### config.mk
export PLATFORM = sky130hd
export DESIGN_NAME = seg7_msg_sequencer
export DESIGN_NICKNAME = d
export VERILOG_FILES = /design/src/rtl/seg7_msg_sequencer.sv
export SDC_FILE = /design/constraint.sdc
export NUM_CORES = 1
export LEC_CHECK = 0
export CAP_MARGIN = 20
export CORE_MARGIN = 2
export CORE_UTILIZATION = 63
export DETAILED_ROUTE_END_ITERATION = 6
export PLACE_DENSITY = 0.84
export RECOVER_POWER = 100
export SLEW_MARGIN = 20
export SYNTH_ARGS = -nofsm -noshare
export SYNTH_HDL_FRONTEND = slang
export SYNTH_SLANG_ARGS = --single-unit
### constraint.sdc
create_clock -name io_in -period 6.58 [get_ports io_in]
set_input_delay 0.987 -clock io_in [delete_from_list [all_inputs] [get_ports io_in]]
set_output_delay 0.987 -clock io_in [all_outputs]
set_load 0.05 [all_outputs]
### src/rtl/seg7_msg_sequencer.sv
`default_nettype none
// ============================================================================
//  Module   : seg7_msg_sequencer
//  Purpose  : Scrolls a fixed character message across one common-anode
//             seven-segment digit. Characters advance either on a free-running
//             prescaler tick (run=1) or on manual step pulses (run=0), forward
//             or reverse, looping or stopping once at the end of the message.
//
//  Ports    : io_in[0]    clock, all state on its rising edge
//             io_in[1]    reset, asynchronous, active-high
//             io_in[2]    run    (1 = auto-advance, 0 = paused)
//             io_in[3]    dir    (0 = forward, 1 = reverse)
//             io_in[4]    mode   (0 = loop, 1 = one-shot)
//             io_in[5]    step   (rising edge advances one char while paused)
//             io_in[7:6]  speed  (dwell = 2^(DWELL_BITS-2*speed) clocks)
//             io_out[6:0] segments {G,F,E,D,C,B,A}, active-low, registered
//             io_out[7]   decimal point, active-low, lit once done
//
//  Revision : 1.0  initial release
// ============================================================================
module seg7_msg_sequencer #(
    parameter int                    MSG_LEN    = 12,
    parameter int                    DWELL_BITS = 24,
    parameter logic [5*MSG_LEN-1:0]  MSG        = {5'h1F, 5'h1F, 5'h0C, 5'h11,
                                                   5'h05, 5'h0A, 5'h1F, 5'h00,
                                                   5'h12, 5'h12, 5'h0E, 5'h10}
) (
    input  logic [7:0] io_in,
    output logic [7:0] io_out
);

    localparam int                  c_IDX_W = $clog2(MSG_LEN);
    localparam logic [c_IDX_W-1:0]  c_LAST  = c_IDX_W'(MSG_LEN - 1);
    localparam logic [DWELL_BITS-1:0] c_ONES = {DWELL_BITS{1'b1}};

    logic clk;
    logic rst;
    assign clk = io_in[0];
    assign rst = io_in[1];

    // ------------------------------------------------------------------
    // Two-stage synchronisers for the asynchronous control inputs
    // ------------------------------------------------------------------
    logic [5:0] r_sync1;
    logic [5:0] r_sync2;

    always_ff @(posedge clk or posedge rst) begin
        if (rst) begin
            r_sync1 <= '0;
            r_sync2 <= '0;
        end else begin
            r_sync1 <= io_in[7:2];
            r_sync2 <= r_sync1;
        end
    end

    logic       w_run;
    logic       w_dir;
    logic       w_mode;
    logic       w_step;
    logic [1:0] w_speed;

    assign w_run   = r_sync2[0];
    assign w_dir   = r_sync2[1];
    assign w_mode  = r_sync2[2];
    assign w_step  = r_sync2[3];
    assign w_speed = r_sync2[5:4];

    // ------------------------------------------------------------------
    // Message storage viewed as an array of 5-bit character codes
    // ------------------------------------------------------------------
    logic [4:0] w_chars [MSG_LEN];

    generate
        for (genvar gi = 0; gi < MSG_LEN; gi++) begin : g_chars
            assign w_chars[gi] = MSG[5*gi +: 5];
        end
    endgenerate

    // ------------------------------------------------------------------
    // Glyph table, active-low segments {G,F,E,D,C,B,A}
    // ------------------------------------------------------------------
    function automatic logic [6:0] f_glyph(input logic [4:0] code);
        logic [6:0] seg;
        seg = 7'h7F;
        case (code)
            5'h00: seg = 7'h40;   // 0 / O
            5'h01: seg = 7'h79;   // 1
            5'h02: seg = 7'h24;   // 2
            5'h03: seg = 7'h30;   // 3
            5'h04: seg = 7'h19;   // 4
            5'h05: seg = 7'h12;   // 5 / S
            5'h06: seg = 7'h02;   // 6
            5'h07: seg = 7'h78;   // 7
            5'h08: seg = 7'h00;   // 8
            5'h09: seg = 7'h10;   // 9
            5'h0A: seg = 7'h08;   // A
            5'h0B: seg = 7'h03;   // b
            5'h0C: seg = 7'h46;   // C
            5'h0D: seg = 7'h21;   // d
            5'h0E: seg = 7'h06;   // E
            5'h0F: seg = 7'h0E;   // F
            5'h10: seg = 7'h09;   // H
            5'h11: seg = 7'h4F;   // I
            5'h12: seg = 7'h47;   // L
            5'h13: seg = 7'h0C;   // P
            5'h14: seg = 7'h41;   // U
            default: seg = 7'h7F; // blank
        endcase
        return seg;
    endfunction

    // ------------------------------------------------------------------
    // Sequencer state
    // ------------------------------------------------------------------
    logic [DWELL_BITS-1:0] r_presc;
    logic [c_IDX_W-1:0]    r_idx;
    logic                  r_done;
    logic                  r_step_d;
    logic                  r_run_d;
    logic                  r_mode_d;
    logic [7:0]            r_out;

    logic [DWELL_BITS-1:0] w_mask;
    logic                  w_tick;
    logic                  w_step_evt;
    logic                  w_advance;
    logic                  w_restart;
    logic [6:0]            w_glyph;

    // Each speed step removes two prescaler bits from the terminal-count
    // compare, i.e. divides the dwell by four.
    assign w_mask     = c_ONES >> {w_speed, 1'b0};
    assign w_tick     = w_run && ((r_presc & w_mask) == w_mask);
    assign w_step_evt = w_step & ~r_step_d & ~w_run;
    assign w_advance  = w_tick | w_step_evt;
    // Restart on run rising, or on leaving one-shot mode.
    assign w_restart  = (w_run & ~r_run_d) | (~w_mode & r_mode_d);
    assign w_glyph    = f_glyph(w_chars[r_idx]);

    always_ff @(posedge clk or posedge rst) begin
        if (rst) begin
            r_presc  <= '0;
            r_idx    <= '0;
            r_done   <= 1'b0;
            r_step_d <= 1'b0;
            r_run_d  <= 1'b0;
            r_mode_d <= 1'b0;
            r_out    <= 8'hFF;
        end else begin
            r_step_d <= w_step;
            r_run_d  <= w_run;
            r_mode_d <= w_mode;

            if (w_run) begin
                r_presc <= r_presc + 1'b1;
            end

            if (w_restart) begin
                r_done <= 1'b0;
                r_idx  <= w_dir ? c_LAST : '0;
            end else if (w_advance && !r_done) begin
                if (!w_dir) begin
                    if (r_idx == c_LAST) begin
                        if (w_mode) begin
                            r_done <= 1'b1;
                        end else begin
                            r_idx <= '0;
                        end
                    end else begin
                        r_idx <= r_idx + 1'b1;
                    end
                end else begin
                    if (r_idx == '0) begin
                        if (w_mode) begin
                            r_done <= 1'b1;
                        end else begin
                            r_idx <= c_LAST;
                        end
                    end else begin
                        r_idx <= r_idx - 1'b1;
                    end
                end
            end

            // Display reflects the index/done state of the previous clock.
            r_out <= {~r_done, w_glyph};
        end
    end

    assign io_out = r_out;

endmodule
`default_nettype wire

==> reports/metrics.yaml, run 1 <==
synth-edff-count: 0
grt_antenna_before_repair: 0
hold_buffers: 0
slew_viol_final: 0
failed_checks: "negative hold slack"
drt_first_pass_iters: 5
rsz0062_at_grt: "false"
post-cts-setup-buffer-count: 0
die_w_microns: 69.42
leakagePower_nw: 1.525
startpoint_type: "clock port"
syn_area_sq_mm: 0.002696
ys_ff_latch: 52
die_area_sq_mm: 0.004819
gp_congestion: 0.9279
drt_iter0_markers: 168
dp_hpwl_microns: 3081
clk_pin_slew_ns: 0.09
setup_slack_ns: 3.106
slew_headroom_pct: 42.54
synth.distinct_cells: 56
cp_cell_sequence: "clkbuf_1, clkbuf_1, inv_1"
nNetsFinal: 326
syn_area_per_cell_sq_um: 11.10
yosys_warnings: 0
finalSetupTns_ns: 0
max_stage_delay_ns: 0.34
clock_latency_ns: 0.32
place_area_sq_mm: 0.002780
endpoint_kind: "async pin"
path_common_cell: "clkbuf_1"
crit_fanout: 14
cpMaxStageDelayCell: "clkbuf_1"
viasPerCell: 5.869
clock_skew_ns: 0.01357
vias: 2113
finalHoldViolations: 6
layout.cells.non_filler: 360
synth_top_area_share_pct: 40.84
rows: 23
finalInstanceArea_sq_mm: 0.003097
drc: 0
setup_viol: 0
required_ns: 7.03
top_layer: "met4"
preCtsSetupSlack_ns: 2.045
hold_class: "clock port to flop"
wl_per_cell_microns: 14.97
core-area_sq_mm: 0.004058
worstPathArrival_ns: 3.92
p_total_mw: 0.8309
syn-num-nets: 263
cts.repair.resized: 0
ys_seq_area_share_pct: 48.63
synthArstFlopShare_pct: 100.0
status: "finished with violations"
cap_viol_max_count: 0
ant_nets: 0
drive_above_1_share_pct: 11.61
ir_worst_vdd_mv: 0.2395
synth_area_leader_cell: "dfrtp_1"
powerDensity_mw_per_mm2: 268.3
crit_type: "clock port to async pin"
port_buffers: 8
start_util_pct: 66.45
wl_met3_microns: 350
tritoncts: "built"
grt_pass1_vias: 2433
worst_pin_slew_ns: 0.8619
drt-total-wl_microns: 5388
synth_cells: 243
ios: 16
wl_met1_microns: 2299
utilization_pct: 76.32
die_h_microns: 69.42
synth.area.top_cells: "dfrtp_1 41%, dfstp_2 7.8%, ha_1 5.6%"
grt_pass1_wl_microns: 9411
grt-ovfl-total: 0
grt_usage_pct: 25.58
n_antenna_cell: 0
wl_met2_microns: 2611
synthFlopType: "dfrtp_1"
holdWs_ns: -0.2878
syn2layout_area_growth_pct: 14.85
dp_cells: 293
grt_max_degree: 19
-- Yosys cell counts, drive strengths merged, types with 3 or more instances --
cell type and number:
nor3 6, nand4 7, mux2 6, dfrtp 44, mux2i 4, nor2 17
inv 12, clkbuf 3, xnor2 17, and2 3, a21oi 8, nand2 19
and3 5, nor4 3, a22o 3, buf 5, dfstp 8, ha 12
xor2 7, a31oi 5, nand3 11, o21ai 6, a22oi 3
-- registers in the layout, indices dropped and copies added, names as in the netlist --
signal	flops
r_presc	24
io_out	8
r_sync1	6
r_sync2	6
r_idx	4
r_done	1
r_mode_d	1
r_run_d	1
r_step_d	1
-- logic make-up (layout without fill, tap and decap cells) --
logic type	count (synthesis)	count (layout)	synth area share (%)
compound gates	46	46	13.78
xor+xnor	24	24	7.796
fa+ha+maj	12	12	5.568
buf+inv	20	87	3.851
flops	52	52	48.63
mux	10	10	4.269
simple gates	79	79	16.10
-- power by group --
| group | switching, mW | internal [mW] | leakage (nW) | total [mW] |
|---|---|---|---|---|
| combinational | 0 | 0 | 0.475 | 0.000000475 |
| clock | 0.343 | 0.162 | 0.350 | 0.504 |
| sequential | 0 | 0.326 | 0.699 | 0.326 |
-- cell usage in the layout (no fill, tap or decap), types with 2 or more instances in the layout --
| cell | instances |
|---|---|
| nand2b_1 | 2 |
| nand4_1 | 6 |
| dfrtp_1 | 44 |
| mux2i_1 | 3 |
| clkbuf_8 | 6 |
| nor2_1 | 16 |
| o31a_1 | 2 |
| a22o_1 | 3 |
| a31oi_1 | 5 |
| nor4_1 | 3 |
| clkbuf_1 | 5 |
| o21bai_1 | 2 |
| ha_1 | 12 |
| and3_1 | 5 |
| nand3b_1 | 2 |
| xnor2_1 | 17 |
| dlygate4sd3_1 | 8 |
| and4_1 | 2 |
| clkinv_4 | 2 |
| o21ai_0 | 5 |
| a211o_1 | 2 |
| mux2_2 | 5 |
| o32ai_1 | 2 |
| nand3_1 | 11 |
| dfstp_2 | 8 |
| nand2_1 | 18 |
| a21oi_1 | 6 |
| o22ai_1 | 2 |
| inv_1 | 62 |
| a21oi_2 | 2 |
| o31ai_4 | 2 |
| xor2_1 | 7 |
| a22oi_1 | 3 |
| nor3_1 | 6 |
-- cell type report --
type	instances	area (sq um)
tap	50	62.56
sequential	52	1311
clock inverter	57	242.7
timing repair buffer	8	80.08
clock buffer	11	101.3
inverter	11	41.29
multi-input combinational	171	1257
fill	260	960.9
-- worst max-delay path, delay by kind of cell --
kind,cells,cell delay [ns]
buffers and inverters,3,0.63
-- worst paths after layout --
kind,slack [ns],depth (start not counted),endpoint,start
max in group io_in,3.47,12,io_out[0]$_DFF_PP1_,r_idx[0]$_DFFE_PP0P_
setup reg to reg,3.47,12,io_out[0]$_DFF_PP1_,r_idx[0]$_DFFE_PP0P_
min in group asynchronous,3.24,3,r_presc[16]$_DFFE_PP0P_,io_in[1]
setup / recovery,3.11,3,io_out[7]$_DFF_PP1_,io_in[1]
hold reg to reg,0.35,0,r_sync2[0]$_DFF_PP0_,r_sync1[0]$_DFF_PP0_
hold / removal,-0.29,0,r_sync1[2]$_DFF_PP0_,io_in[4]
-- per-layer routing --
metal	GRT usage (%)	vias up
met5	0	-
li1	-	993
met3	19.48	17
met2	31.41	82
met4	22.88	0
met1	27.80	1021
No activity file was read; power rests on OpenSTA's default activity.
==> run 2: changes to the inputs <==
Settings changed: CORE_UTILIZATION 63 to 53, PLACE_DENSITY 0.84 to 0.75.
Clock period 6.58 ns to 3.1 ns, I/O delays scaled along.
==> run 2 against run 1 <==
Against the previous run:
- the run still ends with negative hold slack left
- clock power is 110% higher
- cell area grew 1.3%
- clock skew fell by 0.0037 ns
- critical path type is now flop to flop
==> reports/metrics.yaml, run 2 (same netlist as run 1, synthesis figures left out) <==
gp_congestion: 0.8832  # -4.8%
cp_cell_sequence: "inv_1, ha_1, and2_0, nor3_1, a21oi_2, inv_1, ha_1, nand2_1, o22ai_1, a31oi_1, a22o_1, a22oi_1"
largest_reg_flops: 24  # unchanged
finalHoldViolations: 6  # unchanged
period_share_pct: 90.07
failed_checks: "negative hold slack"
die_w_microns: 75.33  # +8.5%
nNetsFinal: 329  # +0.92%
use_met1_pct: 23.40  # -4.4 points
regMostFlops: "r_presc"
drc: 0  # unchanged
finalSetupTns_ns: 0  # unchanged
grt_use_met3_pct: 13.62  # -5.9 points
drt_first_pass_iters: 4  # -1
layout_commonest_cell: "inv_1"
start_util_pct: 55.97  # -10 points
worstPathArrival_ns: 3.02  # -0.90 ns
ios: 16  # unchanged
rsz0062_at_grt: "false"
p_total_mw: 1.747  # +110%
period_needed_ns: 2.792
ir_worst_vdd_mv: 0.4299  # +79%
grt_usage_pct: 21.87  # -3.7 points
post-cts-setup-buffer-count: 0  # unchanged
clock_latency_ns: 0.31  # about the same
clk_pin_slew_ns: 0.10  # about the same
ant_nets: 0  # unchanged
startpoint_type: "flop"
dp_hpwl_microns: 3148  # +2.2%
viasPerCell: 5.421  # -7.6%
grt-ovfl-total: 0  # unchanged
core-area_sq_mm: 0.004817  # +19%
grtUsageMet2_pct: 28.31  # -3.1 points
syn2layout_area_growth_pct: 16.38
drive_above_1_share_pct: 12.46  # +0.85 points
grt_pass1_wl_microns: 9059  # -3.7%
setup_viol: 0  # unchanged
slew_headroom_pct: 43.72  # +1.2 points
slew_viol_final: 0  # unchanged
hold_class: "clock port to flop"
powerDensity_mw_per_mm2: 556.8  # +110%
grt_max_degree: 19  # unchanged
grt_busiest_layer: "met2"
required_ns: 3.33  # -3.70 ns
drt-total-wl_microns: 5169  # -4.1%
rows: 25  # +8.7%
layout_common_cells: "62 x inv_1, 44 x dfrtp_1, 18 x nand2_1, 17 x xnor2_1, 16 x nor2_1"
status: "finished with violations"
cpMaxStageDelayCell: "dfrtp_1"
grt_pass1_vias: 2370  # -2.6%
clock_skew_ns: 0.009905  # -0.003665 ns
tritoncts: "built"
leakagePower_nw: 1.543  # +1.2%
drt_iter0_markers: 184  # +9.5%
die_area_sq_mm: 0.005674  # +18%
utilization_pct: 65.14  # -11 points
nFillCells: 423  # +63%
vias: 2060  # -2.5%
max_stage_delay_ns: 0.43  # +0.09 ns
timing.fmax_mhz: 358.1
n_antenna_cell: 0  # unchanged
holdWs_ns: -0.2793  # +0.008467 ns
port_buffers: 8  # unchanged
crit_fanout: 6  # -8
grt_antenna_before_repair: 0  # unchanged
crit_type: "flop to flop"
wl_per_cell_microns: 13.60  # -9.1%
worst_pin_slew_ns: 0.8442  # -0.01772 ns
die_h_microns: 75.33  # +8.5%
cap_viol_max_count: 0  # unchanged
endpoint_kind: "flop"
## run 2: through the flow
stage	cells	setup WS (ns)	instance area (sq um)
final	380	0.3077	3138
after global routing	380	0.08982	3138
after CTS	380	0.2780	3208
after detailed placement	313	0.3054	2824
after global placement	313	0.3054	2824
after floorplan	243	0.3054	2696
## run 2: final cells by class
class | count | area, sq um | area share [%]
Sequential cell | 52 | 1311 | 41.79
Multi-Input combinational cell | 171 | 1261 | 40.19
Clock inverter | 58 | 250.2 | 7.974
Timing Repair Buffer | 11 | 102.6 | 3.270
Clock buffer | 10 | 87.58 | 2.791
Tap cell | 67 | 83.83 | 2.671
Inverter | 11 | 41.29 | 1.316
## run 2: power by group
part / switching, mW / internal [mW]
combinational: 0 / 0
sequential: 0 / 0.693
clock: 0.732 / 0.322
total: 0.732 / 1.02
## run 2: worst max-delay path: cells and delay by family (launching register included)
| kind | cells | cell delay, ns |
|---|---|---|
| DFF | 1 | 0.43 |
| AOI/OAI and AO/OA | 5 | 0.74 |
| adders and majority gates | 2 | 0.62 |
| and+or+nand+nor | 3 | 0.58 |
| buffers and inverters | 2 | 0.33 |
## run 2: what timing repair did
action | in CTS | in global routing
setup endpoints to repair | 0 | 1
hold buffers | 0 | 0
resized for setup | 0 | 1
## run 2: metal layers
layer  part of all wire, %  routed length (microns)
met5                     0                        0
met4                   2.6                      136
met3                   6.5                      337
met2                    47                     2452
met1                    43                     2242
## run 2: worst paths after layout
path / start / end / slack [ns] / cells past startpoint
worst max-delay path: r_idx[1]$_DFFE_PP0P_ / io_out[0]$_DFF_PP1_ / 0.31 / 12
worst min-delay path: io_in[7] / r_sync1[5]$_DFF_PP0_ / -0.28 / 0
worst max register to register: r_idx[1]$_DFFE_PP0P_ / io_out[0]$_DFF_PP1_ / 0.31 / 12
worst min register to register: r_sync1[0]$_DFF_PP0_ / r_sync2[0]$_DFF_PP0_ / 0.35 / 0
max in group asynchronous: io_in[1] / io_out[7]$_DFF_PP1_ / 1.35 / 3
min in group asynchronous: io_in[1] / r_presc[5]$_DFFE_PP0P_ / 1.53 / 3
==> run 3: changes to the inputs <==
Settings changed: HOLD_SLACK_MARGIN set to 0.02.
==> results of run 3 <==
No change in the layout: final DEF, timing and power equal those of run 2.
